## config.mk

```make
export PLATFORM = sky130hd
export DESIGN_NAME = mem_arbiter
export DESIGN_NICKNAME = d
export VERILOG_FILES = /design/src/rtl/mem_arbiter.sv
export SDC_FILE = /design/constraint.sdc
export NUM_CORES = 1
export LEC_CHECK = 0
export BUFFER_PORTS_ARGS = -buffer_cell sky130_fd_sc_hd__buf_4
export CAP_MARGIN = 20
export CORE_MARGIN = 10
export CORE_UTILIZATION = 49
export CTS_BUF_LIST = sky130_fd_sc_hd__clkbuf_2 sky130_fd_sc_hd__clkbuf_4 sky130_fd_sc_hd__clkbuf_8
export CTS_CLUSTER_DIAMETER = 150
export DETAILED_ROUTE_END_ITERATION = 8
export GPL_ROUTABILITY_DRIVEN = 1
export HOLD_SLACK_MARGIN = 0.15
export PLACE_DENSITY_LB_ADDON = 0.12
export SKIP_LAST_GASP = 1
export SLEW_MARGIN = 0
export SYNTH_ARGS = -nofsm -noshare
export SYNTH_HDL_FRONTEND = slang
export SYNTH_SLANG_ARGS = --single-unit
```

## constraint.sdc

```tcl
create_clock -name clk -period 4.35 [get_ports clk]
set_input_delay 0.435 -clock clk [delete_from_list [all_inputs] [get_ports clk]]
set_output_delay 0.435 -clock clk [all_outputs]
set_load 0.01 [all_outputs]
```

## src/rtl/mem_arbiter.sv

```systemverilog
// mem_arbiter: shares one single-ported, variable-latency memory between the
// instruction-fetch port and the data port. Data wins contention unless fetch
// has been passed over MAX_STARVE times in a row. Each winning request is
// latched toward memory, and a one-cycle ready pulse reports completion. If
// no mem_ack arrives within TIMEOUT cycles, the access completes with err set.
module mem_arbiter #(
    parameter int ADDR_W     = 32,
    parameter int DATA_W     = 32,
    parameter int MAX_STARVE = 4,
    parameter int TIMEOUT    = 16
) (
    input  logic                clk,
    input  logic                rst,
    // fetch port
    input  logic                if_req,
    input  logic [ADDR_W-1:0]   if_addr,
    output logic [DATA_W-1:0]   if_rdata,
    output logic                if_ready,
    // data port
    input  logic                d_req,
    input  logic                d_we,
    input  logic [ADDR_W-1:0]   d_addr,
    input  logic [DATA_W-1:0]   d_wdata,
    input  logic [DATA_W/8-1:0] d_wmask,
    output logic [DATA_W-1:0]   d_rdata,
    output logic                d_ready,
    // memory port
    output logic                mem_req,
    output logic                mem_we,
    output logic [ADDR_W-1:0]   mem_addr,
    output logic [DATA_W-1:0]   mem_wdata,
    output logic [DATA_W/8-1:0] mem_wmask,
    input  logic [DATA_W-1:0]   mem_rdata,
    input  logic                mem_ack,
    // status
    output logic                err,
    output logic [1:0]          owner
);

    localparam int SC_W = $clog2(MAX_STARVE + 1);
    localparam int WC_W = $clog2(TIMEOUT + 1);
    localparam logic [SC_W-1:0] STARVE_LIMIT = SC_W'(MAX_STARVE);
    localparam logic [WC_W-1:0] WAIT_LAST    = WC_W'(TIMEOUT - 1);

    // The encoding doubles as the owner output: 00 idle, 01 fetch, 10 data.
    typedef enum logic [1:0] {
        IDLE  = 2'b00,
        GNT_I = 2'b01,
        GNT_D = 2'b10
    } state_t;

    state_t          state, state_nxt;
    logic            if_req_m, d_req_m;
    logic            grant_i, grant_d;
    logic            in_grant, ack_hit, timeout_hit;
    logic [SC_W-1:0] starve_cnt;
    logic [WC_W-1:0] wait_cnt;

    // A requester still holding req during its own ready cycle is hidden so
    // it cannot immediately re-win the access it just completed.
    assign if_req_m = if_req & ~if_ready;
    assign d_req_m  = d_req  & ~d_ready;

    assign in_grant    = (state == GNT_I) || (state == GNT_D);
    assign ack_hit     = in_grant & mem_ack;
    assign timeout_hit = in_grant & ~mem_ack & (wait_cnt == WAIT_LAST);

    // State register.
    always_ff @(posedge clk) begin
        // NOTE: sequential state uses non-blocking assignments so every
        // register samples pre-edge values, independent of block ordering.
        if (rst) state <= IDLE;
        else     state <= state_nxt;
    end

    // Next-state logic and grant decisions.
    always_comb begin
        // NOTE: every output of this block gets a default first; a path that
        // leaves one unassigned would infer a latch.
        state_nxt = state;
        grant_i   = 1'b0;
        grant_d   = 1'b0;
        case (state)
            IDLE: begin
                if (d_req_m && !(if_req_m && starve_cnt == STARVE_LIMIT)) begin
                    state_nxt = GNT_D;
                    grant_d   = 1'b1;
                end else if (if_req_m) begin
                    state_nxt = GNT_I;
                    grant_i   = 1'b1;
                end
            end
            GNT_I, GNT_D: begin
                if (ack_hit || timeout_hit) state_nxt = IDLE;
            end
            default: state_nxt = IDLE;
        endcase
    end

    // Outputs decoded from the state register.
    always_comb begin
        mem_req = in_grant;
        owner   = state;
    end

    // Request latching, starvation/wait counters and completion pulses.
    always_ff @(posedge clk) begin
        if (rst) begin
            mem_we     <= 1'b0;
            mem_addr   <= '0;
            mem_wdata  <= '0;
            mem_wmask  <= '0;
            if_rdata   <= '0;
            d_rdata    <= '0;
            if_ready   <= 1'b0;
            d_ready    <= 1'b0;
            err        <= 1'b0;
            starve_cnt <= '0;
            wait_cnt   <= '0;
        end else begin
            if_ready <= 1'b0;
            d_ready  <= 1'b0;
            err      <= 1'b0;

            // Fetches are always reads: never let a stale mask through.
            if (grant_i) begin
                mem_we    <= 1'b0;
                mem_addr  <= if_addr;
                mem_wdata <= '0;
                mem_wmask <= '0;
            end else if (grant_d) begin
                mem_we    <= d_we;
                mem_addr  <= d_addr;
                mem_wdata <= d_wdata;
                mem_wmask <= d_wmask;
            end

            if (grant_i || grant_d) wait_cnt <= '0;
            else if (in_grant)      wait_cnt <= wait_cnt + 1'b1;

            if (grant_i)
                starve_cnt <= '0;
            else if (grant_d && if_req_m && starve_cnt != STARVE_LIMIT)
                starve_cnt <= starve_cnt + 1'b1;

            // Completion: ack returns data, timeout returns zero with err.
            if (state == GNT_I && (ack_hit || timeout_hit)) begin
                if_ready <= 1'b1;
                err      <= timeout_hit;
                if_rdata <= ack_hit ? mem_rdata : '0;
            end
            if (state == GNT_D && (ack_hit || timeout_hit)) begin
                d_ready <= 1'b1;
                err     <= timeout_hit;
                if (timeout_hit)  d_rdata <= '0;
                else if (!mem_we) d_rdata <= mem_rdata;
            end
        end
    end

endmodule
```

==> flow_summary.json <==
{
  "status": "complete, no violations",
  "drive_gt1_frac": 0.358,
  "synth_xor_area_frac": 0.00756,
  "synth-simple-area-share": 0.204,
  "cp.arrival_ns": 2.93,
  "hold_path_end": "mem_addr[22]",
  "cts_setup_buffers": 0,
  "clock-root-buffer": "clkbuf_8",
  "synthDistinctLibCells": 42,
  "first_pass_iters": 5,
  "synth_mux_area_frac": 0.0587,
  "worst-path-max-fanout": 21,
  "grt_pass1_wl_um": 27900,
  "synth_top_family_by_area": "simple AND/OR/NAND/NOR gates",
  "synthArstFlopShare": 0,
  "netlist_area_mm2": 0.00580,
  "ys_seq_area_frac": 0.504,
  "hold_violations": 0,
  "synth_nets": 784,
  "antenna_cells": 0,
  "use_met1": 0.218,
  "drt-vias-per-instance": 5.14,
  "fin_skew_ns": 0.00991,
  "placementRows": 39,
  "gr-max-usage-layer": "met2",
  "routedWlPerCell_um": 17.4,
  "synth_edf_count": 0,
  "setup_viol": 0,
  "ios": 277,
  "fin_crit_sh": 0.604,
  "cts_tree": "yes",
  "p_total_mw": 3.16,
  "powerDensity_mw_per_mm2": 380,
  "place_area_mm2": 0.00781,
  "r2r-start": "owner[1]",
  "min_period_ns": 2.63,
  "syn2layout_area_growth_pct": 43.7,
  "drv_cap": 0,
  "start_util": 0.503,
  "r2r_slack_ns": 1.72,
  "drt_wl_total_um": 18300,
  "synthAdderAreaFrac": 0.0151,
  "critical_path_class": "flip-flop to flip-flop",
  "grt_max_degree": 76,
  "cts_buffer_depth": 2,
  "setup-tns-final_ns": 0,
  "mostFrequentLayoutCells": "buf_4 (280), dfxtp_1 (146), nand2_1 (98)",
  "dpl.hpwl_um": 14000,
  "drc_errors": 0,
  "drv_slew": 0,
  "dieWidth_um": 129,
  "io_buffers": 276,
  "core_mm2": 0.0115,
  "grt_use_total": 0.210,
  "post-route-worst-setup-slack_ns": 1.72,
  "mostFrequentLayoutCell": "buf_4",
  "synthCells": 639,
  "antenna_left": 0,
  "numCtsBuffers": 17,
  "synth_flop_cell": "dfxtp_1",
  "ys_ff_latch": 146,
  "timing.slew.headroom": 0.364,
  "critPathRequiredTime_ns": 4.65,
  "hold_path_depth": 2,
  "cp-start-kind": "flip-flop",
  "synth_warnings": 0,
  "antenna_found_initial": 0,
  "met3_usage": 0.0903,
  "final_area_mm2": 0.00833,
  "vias": 5404,
  "grt-ovfl-total": 0,
  "hp-start": "d_addr[22]",
  "hold_path_class": "input port to flip-flop",
  "post_cts_resized": 0,
  "cts.reportedPaths.clkPinSlew_ns": 0.08,
  "first_iter_violations": 297,
  "syn_avg_cell_area_um2": 9.07,
  "ir_worst_vdd_v": 0.000264,
  "clk_latency_ns": 0.44,
  "dp_worst_setup_slack_ns": 1.45,
  "max_slew.worst_pin.slew_ns": 0.950,
  "die-area_mm2": 0.0166,
  "die_h_um": 129,
  "synth_compound_area_frac": 0.146,
  "hold_buffers": 0,
  "r2r_cells": 7,
  "grt_pass1_vias": 5454,
  "cts-htree-levels": 4,
  "rsz0062_at_grt": "no",
  "r2r-end": "d_rdata[14]",
  "leakagePower_nw": 3.70,
  "final_nets": 1040,
  "fmax_mhz": 381,
  "endpoint_kind": "flip-flop",
  "place.gp.congestion": 0.834,
  "use_met2": 0.367,
  "cts.sinks": 146
}
## per-stage QoR
stage / util / cells / hold WS, ns
floorplan: - / 639 / 0.471
global placement: 0.678 / 1014 / 0.442
detailed placement: 0.679 / 1015 / 0.449
CTS: 0.718 / 1047 / 0.185
global route: 0.723 / 1051 / 0.187
finish: 0.723 / 1051 / 0.206
## sequential cells by signal, summed over array words and instances, names as in the netlist
name,flops
if_ready,1
mem_we,1
starve_cnt,3
mem_wmask,4
owner,2
mem_addr,32
mem_wdata,32
d_ready,1
if_rdata,32
wait_cnt,5
err,1
d_rdata,32
## cell type report
class                      instances  area (um^2)
sequential                       146         2920
inverter                          26         97.6
clock buffer                      23          298
timing repair buffer             285         2180
clock inverter                     9          153
fill                             910         3190
tap                              143          179
multi-input combinational        419         2500
## worst max-delay path, stage by stage (launching register included)
cell and delay (ns):
dfxtp_1 0.38, inv_1 0.08, ha_1 0.49, nand2_1 0.17
a21oi_4 0.70, buf_4 0.38, mux2i_1 0.23, nor2_1 0.06
## power breakdown
group	leakage (nW)	switching (mW)	internal [mW]
clock	0.234	0.484	0.689
combinational	2.28	0.267	0.270
sequential	1.19	0.0421	1.41
total	3.70	0.793	2.37
## cells in the mapped netlist, types with 6 or more instances
cell,n,area share
dfxtp_1,146,0.50
nand2_1,98,0.063
nor2_1,77,0.050
and2_1,44,0.047
a21oi_1,38,0.033
mux2i_1,34,0.059
a22oi_1,33,0.043
inv_1,26,0.017
nand3_1,21,0.018
o221ai_1,20,0.030
clkbuf_1,17,0.011
buf_2,15,0.013
a221o_1,12,0.021
buf_6,7,0.014
ha_1,7,0.015
buf_4,6,0.0078
## per-layer routing
metal	vias to the layer above	wire, um
met5	-	0
met4	0	496
met3	31	1740
met2	198	9290
met1	2499	6760
li1	2676	-
## worst max path at each step
stage | from | slack (ns) | cells after the start | endpoint
after floorplan | owner[0] | 2.52 | 8 | d_rdata[0]
after global placement | d_req | 1.62 | 6 | mem_addr[5]
after detailed placement | d_req | 1.45 | 6 | mem_addr[25]
after CTS | d_ready | 1.62 | 5 | mem_addr[25]
after global routing | owner[0] | 1.46 | 7 | d_rdata[6]
final | owner[1] | 1.72 | 7 | d_rdata[14]
## kinds of logic after synthesis
group,count (synthesis)
and+or+nand+nor,259
DFF,146
adders and majority gates,7
AOI/OAI and AO/OA,114
muxes,34
buffers and inverters,74
xor gates and xnor gates,5
(Power assumes the default switching activity.)
